$ cat src/rtl/prog_instr_memory.sv
// Instruction memory with an asynchronous fetch port and a byte-stream loader that packs
// little-endian words at auto-incrementing addresses while stalling the core.
module prog_instr_memory #(
    parameter int unsigned DEPTH = 64,
    parameter logic [31:0] NOP   = 32'h0000_0013,
    parameter int unsigned CW    = $clog2(DEPTH + 1)
) (
    input  logic          i_clk,
    input  logic          i_rst_n,
    input  logic [31:0]   i_a,
    output logic [31:0]   o_rd,
    input  logic          i_prog_en,
    input  logic          i_byte_valid,
    input  logic [7:0]    i_byte_data,
    output logic          o_byte_ready,
    output logic          o_prog_busy,
    output logic          o_prog_done,
    output logic          o_prog_err,
    output logic [CW-1:0] o_word_count
);

    localparam int unsigned AW = $clog2(DEPTH);

    typedef enum logic [1:0] {
        StIdle,
        StLoad,
        StFault
    } state_e;

    state_e        r_state, w_state_next;
    logic [CW-1:0] r_wptr, w_wptr_next;
    logic [1:0]    r_idx, w_idx_next;
    logic [23:0]   r_shift, w_shift_next;
    logic          r_done, w_done_next;
    logic          r_err, w_err_next;

    logic          w_accept;
    logic          w_we;
    logic [31:0]   w_wdata;
    logic [29:0]   w_word_addr;
    logic          w_in_range;
    logic          w_unused;

    // Not reset: loaded program survives a reset; initial value models power-up contents.
    logic [31:0]   r_mem [DEPTH] = '{default: NOP};

    assign w_word_addr = i_a[31:2];
    assign w_in_range  = (w_word_addr < 30'(DEPTH));
    assign w_unused    = ^i_a[1:0];

    assign o_prog_busy  = (r_state != StIdle);
    assign o_rd         = (w_in_range && !o_prog_busy) ? r_mem[w_word_addr[AW-1:0]] : NOP;
    assign o_byte_ready = (r_state == StLoad) && i_prog_en && (r_wptr < CW'(DEPTH));
    assign o_prog_done  = r_done;
    assign o_prog_err   = r_err;
    assign o_word_count = r_wptr;

    assign w_accept = o_byte_ready && i_byte_valid;
    assign w_we     = w_accept && (r_idx == 2'd3);
    assign w_wdata  = {i_byte_data, r_shift};

    always_comb begin
        w_state_next = r_state;
        w_wptr_next  = r_wptr;
        w_idx_next   = r_idx;
        w_shift_next = r_shift;
        w_done_next  = 1'b0;
        w_err_next   = r_err;
        case (r_state)
            StIdle: begin
                if (i_prog_en) begin
                    w_state_next = StLoad;
                    w_wptr_next  = '0;
                    w_idx_next   = '0;
                    w_shift_next = '0;
                    w_err_next   = 1'b0;
                end
            end
            StLoad: begin
                if (!i_prog_en) begin
                    // A partial word at session end is a framing error, not a clean close.
                    w_state_next = StIdle;
                    if (r_idx == 2'd0) begin
                        w_done_next = 1'b1;
                    end else begin
                        w_err_next = 1'b1;
                    end
                end else if (i_byte_valid && (r_wptr == CW'(DEPTH))) begin
                    w_err_next   = 1'b1;
                    w_state_next = StFault;
                end else if (w_accept) begin
                    w_idx_next = 2'(r_idx + 2'd1);
                    case (r_idx)
                        2'd0:    w_shift_next[7:0]   = i_byte_data;
                        2'd1:    w_shift_next[15:8]  = i_byte_data;
                        2'd2:    w_shift_next[23:16] = i_byte_data;
                        default: w_wptr_next         = CW'(r_wptr + 1'b1);
                    endcase
                end
            end
            StFault: begin
                if (!i_prog_en) begin
                    w_state_next = StIdle;
                end
            end
            default: w_state_next = StIdle;
        endcase
    end

    always_ff @(posedge i_clk or negedge i_rst_n) begin
        if (!i_rst_n) begin
            r_state <= StIdle;
            r_wptr  <= '0;
            r_idx   <= '0;
            r_shift <= '0;
            r_done  <= 1'b0;
            r_err   <= 1'b0;
        end else begin
            r_state <= w_state_next;
            r_wptr  <= w_wptr_next;
            r_idx   <= w_idx_next;
            r_shift <= w_shift_next;
            r_done  <= w_done_next;
            r_err   <= w_err_next;
        end
    end

    always_ff @(posedge i_clk) begin
        if (w_we) begin
            r_mem[r_wptr[AW-1:0]] <= w_wdata;
        end
    end

endmodule

$ cat config.mk
export PLATFORM = sky130hd
export DESIGN_NAME = prog_instr_memory
export DESIGN_NICKNAME = d
export VERILOG_FILES = /design/src/rtl/prog_instr_memory.sv
export SDC_FILE = /design/constraint.sdc
export NUM_CORES = 2
export LEC_CHECK = 0
export ABC_AREA = 1
export ABC_CLOCK_PERIOD_IN_PS = 9150
export CORE_ASPECT_RATIO = 2
export CORE_MARGIN = 10
export CORE_UTILIZATION = 50
export CTS_CLUSTER_SIZE = 8
export DETAILED_ROUTE_END_ITERATION = 16
export DONT_BUFFER_PORTS = 1
export HOLD_SLACK_MARGIN = 0.08
export PLACE_DENSITY = 0.71
export SLEW_MARGIN = 25
export SYNTH_ARGS = -nofsm -noshare
export SYNTH_HDL_FRONTEND = slang
export SYNTH_SLANG_ARGS = --single-unit
$ cat constraint.sdc
create_clock -name i_clk -period 9.15 [get_ports i_clk]
set_clock_uncertainty 0.15 [all_clocks]
set_input_delay 1.83 -clock i_clk [delete_from_list [all_inputs] [get_ports i_clk]]
set_output_delay 1.83 -clock i_clk [all_outputs]
set_load 0.05 [all_outputs]
# == After elaboration in Yosys (flattened, before gate mapping) ==
# Memories as Yosys holds them, arrays and structs flattened.
# Cells that the tools add are included.
# classes
addsub,2
magnitude_cmp,2
eq_ne,17
mux,35
n_reduce_logical,19
# ops
cell,n
2-to-1 mux 24 bit,4
one-hot mux 24 bit (2 select lines),1
2-to-1 mux 7 bit,5
2-to-1 mux 32 bit,1
"less-than comparator 30 x 7 -> 1 bit, second input constant",1
2-to-1 mux 8 bit,3
AND reduction 6 bit,4
2-to-1 mux 2 bit,8
one-hot mux 7 bit (2 select lines),1
"!= test 2 bit, second input constant",6
2-to-1 mux 1 bit,9
"adder 7 x 1 -> 7 bit, second input constant",1
"== test 7 bit, second input constant",1
"less-than comparator 7 bit, second input constant",1
"== test 2 bit, second input constant",3
logical AND 1 bit,6
"!= test 2 x 1 -> 1 bit, second input constant",3
one-hot mux 2 bit (3 select lines),1
AND reduction 5 bit,1
"== test 2 x 1 -> 1 bit, second input constant",2
logical NOT 2 bit,2
one-hot mux 2 bit (2 select lines),1
AND reduction 4 bit,1
nonzero test 2 bit,2
7 further kinds,7
# totals
regBits,37
mem_bits_rw,2048
input_bits,44
mem_count,1
# memory_table
name,words,word_bits,rd,rd_ports_with_merged_regs,write_ports,line_no,text
r_mem,64,32,1,0,1,45,logic [31:0] r_mem [DEPTH] = '{default: NOP};

# == Depth between registers and ports, before layout ==
# depth
depth_word,8
depth_mapped,14

# == Least setup slack after synthesis ==
# No wires, ideal clock.
# synth_timing
path_kind,input to output
from,in i_a[4]
to,out o_rd[11]
arrival_time_ps,3594
required_time_ps,7170
path_slack_ps,3576
cell_stages,10
n_path_buf,3
cell_sequence,buf_2 inv_1 clkbuf_1 clkbuf_1 nand3_1 nand3_1 nand3_1 nand3_1 nand2_1 nor2_1
# synth_between
elab_chain_cells,3
# synth_lines
element,line_no,text
from (decl),10,"input logic [31:0] i_a,"
less-than comparator 30 x 7 -> 1 bit,48,assign w_in_range = (w_word_addr < 30'(DEPTH));
logical AND 1 bit,52,assign o_rd = (w_in_range && !o_prog_busy) ? r_mem[w_word_addr[AW-1:0]] : NOP;
2-to-1 mux 32 bit (*),52,
to (decl),11,"output logic [31:0] o_rd,"
# Every way passes the cells marked *; elsewhere a longest branch is shown, timed or not.

# == Final worst setup path ==
# layout_timing
from,in i_a[2]
to,out o_rd[28]
# Same word-level chain as after synthesis.

==> impl_metrics.tcl <==
set metrics [dict create \
    outcome "finished, final reports clean" \
    clock_power_share_pct 44.5 \
    final_cell_mix "nand2_1 (2164), edfxtp_1 (2048), nand3_1 (1977)" \
    period_needed_ps 7461 \
    grt_usage_pct 23.05 \
    syn_avg_cell_area_um2 12.12 \
    clk_latency_ps 800 \
    clockRootBuffer "clkbuf_16" \
    seqPwrFrac_pct 50.7 \
    final_common_cell "nand2_1" \
    antenna_found_initial 2 \
    ys_seq_area_share_pct 74.65 \
    cts_buffer_depth 4 \
    routed-via-count 54939 \
    path_max_fanout 180 \
    r2r-start "r_state[1]" \
    ir_drop_mv 0.1505 \
    synthToLayoutAreaGrowth_pct 12.50 \
    rsz0062_at_grt "false" \
    routed_wl_um 219000 \
    maxSlewViolCount 0 \
    fin_tns_setup_ps 0 \
    worstPathArrival_ps 5480 \
    drt-initial-drc-count 6120 \
    grt_pass1_wl_um 322800 \
    cts_setup_buffers 0 \
    p_leak_nw 33.12 \
    vias_per_cell 6.052 \
    power_density_nw_per_um2 231.6 \
    initial_core_util_pct 50.20 \
    cts_tree "yes" \
    slowest_stage "nor2_1" \
    cts-htree-levels 5 \
    maxSlewHeadroom_pct 13.09 \
    cpMostUsedCell "nand3_1" \
    instances_no_fill 9078 \
    drt_first_pass_iters 8 \
    hp-class "reg2reg" \
    tightest_slew_ps 1304 \
    drc 0 \
    setup_viol 0 \
    holdBufCountCts 0 \
    ant_nets 0 \
    dp.cells 8704 \
    clock-sinks 2085 \
    core_area_um2 166600 \
    fin_crit_sh_pct 81.54 \
    fp-row-count 212 \
    grt_max_degree 1026 \
    hold_violations 0 \
    fin_nets 6925 \
    synth-warning-count 0 \
    die_w_um 309.2 \
    startpoint "i_a[2]" \
    required_ps 7170 \
    yosysUniqueCellTypes 30 \
    ys_ff_latch 2085 \
    crit_buf_inv 3 \
    combPwrFrac_pct 4.8 \
    overflow 0 \
    max-cap-violations 0 \
    cts_made_buffers 302 \
    p_int_w 0.01712 \
    gp_congestion 0.8510 \
    max_freq_ghz 0.1340 \
    die_y_um 598.4 \
    cp-end-kind "output pin" \
    ctsResizeCount 0 \
    p_sw_w 0.004672 \
    worst_path_largest_cell_delay_ps 790 \
    synth_fp_nets 6952 \
    cts.clk_slew.worst_paths_ps 50 \
    io_buffer_count 0 \
    post-dp-hpwl_um 114800 \
    grt_pass1_vias 54421 \
    syn_inst 6902 \
    holdCritStartpoint "r_shift[23]" \
    path_delay_family "simple AND/OR/NAND/NOR gates" \
    ios 87 \
    syn_area_um2 83620 \
    routedWlPerCell_um 24.12 \
    cp-start-kind "primary input" \
    drive_gt1_share_pct 7.856 \
    path_class "in2out" \
    switching_share_pct 21.44 \
    path_cells "buf_16 -> inv_8 -> buf_4 -> nand2_1 -> nand3_1 -> nand3_1 -> nand3_1 -> nand3_1 -> nand3_1 -> nand2_1 -> nor2_1" \
    die-area_um2 185000 \
]
==> worst paths after layout <==
check	endpoint	slack, ps	cells after the start
max in group asynchronous	r_shift[8]	8150	0
min in group asynchronous	r_shift[0]	570	0
setup reg to reg	r_mem[53][8]	4740	9
setup / recovery	o_rd[28]	1690	11
hold / removal	r_shift[23]	360	2
hold reg to reg	r_shift[23]	360	2
==> cells by family (layout without fill, tap and decap cells) <==
logic type / count (synthesis) / count (layout) / share of synthesized area [%]
compound gates: 42 / 42 / 0.2828
xor+xnor: 5 / 5 / 0.05237
simple gates: 4284 / 4284 / 22.32
buf+inv: 480 / 515 / 2.602
flops: 2085 / 2085 / 74.65
fa+ha+maj: 6 / 6 / 0.08977
other cells: 0 / 1 / 0
==> routing by layer <==
layer	vias to the layer above	part of all wire (%)	global-route usage, %
li1	24419	-	-
met1	26888	34	25.56
met2	2945	52	41.16
met3	687	8.7	4.043
met4	0	5.3	13.28
met5	-	0	0
==> flip-flops by register name, indices dropped and copies added, names as in the netlist <==
register / flops
r_shift: 24
o_prog_done: 1
r_idx: 2
o_prog_err: 1
o_word_count: 7
r_mem: 2048
r_state: 2
==> power by group through the flow <==
stage	logic, W	registers (W)	clock network (W)
after floorplan	0.000651	0.0112	0
after detailed placement	0.000959	0.0112	0
after CTS	0.000965	0.0110	0.00976
after global routing	0.00115	0.0110	0.0101
after global placement	0.000922	0.0112	0
final	0.00105	0.0110	0.00970
==> synthesized netlist by cell type <==
library cell | instances | area [µm²]
or2_2 | 1 | 6.260
o21ai_2 | 3 | 26.28
o21ai_0 | 34 | 170.2
o21ai_4 | 1 | 16.27
nand2_1 | 2164 | 8123
nand2_2 | 1 | 6.260
nand4_1 | 6 | 37.54
inv_2 | 6 | 22.52
nor2_1 | 125 | 469.2
a21oi_1 | 2 | 10.01
ha_1 | 6 | 75.07
nor3_1 | 1 | 5.000
nor4_4 | 1 | 21.27
xor2_1 | 5 | 43.79
dfrtp_1 | 37 | 925.9
nand3_1 | 1977 | 9894
buf_4 | 6 | 45.04
buf_1 | 56 | 210.2
nor3_2 | 1 | 10.01
nor2_8 | 2 | 40.04
edfxtp_1 | 2048 | 61500
buf_6 | 5 | 56.30
inv_1 | 20 | 75.07
nand3_2 | 2 | 20.02
nand2_4 | 3 | 33.78
o22ai_1 | 1 | 6.260
o211ai_1 | 1 | 7.510
buf_2 | 251 | 1256
clkinv_1 | 1 | 3.750
clkbuf_1 | 135 | 506.7
==> worst reg2reg max path: stages, from the launching register on <==
cell	delay, ps
dfrtp_1	390
inv_1	110
nand2_1	420
nor3_4	740
nand2_1	170
inv_1	180
nand4_1	560
buf_6	400
nor2_4	370
buf_4	500
==> final cells by class <==
cell class	instances	area (µm²)
Fill cell	12636	72510
Sequential cell	2085	62460
Multi-Input combinational cell	4337	19510
Clock buffer	354	7965
Tap cell	2140	2678
Timing Repair Buffer	122	1202
Inverter	27	131.4
Clock inverter	12	123.9
Antenna cell	1	2.502
==> metrics by stage <==
stage	worst slack, ps	util [%]	hold WS (ps)	cell area [µm²]	power [W]
finish	1689	56.47	364.1	94070	0.02179
global route	1636	56.47	373.2	94070	0.02231
CTS	1845	56.37	363.9	93900	0.02176
detailed placement	1842	51.51	346.4	85810	0.01216
global placement	1789	51.50	319.4	85780	0.01212
floorplan	3576	-	398.4	83620	0.01187
Note: power is estimated with default switching activity, not from simulation.
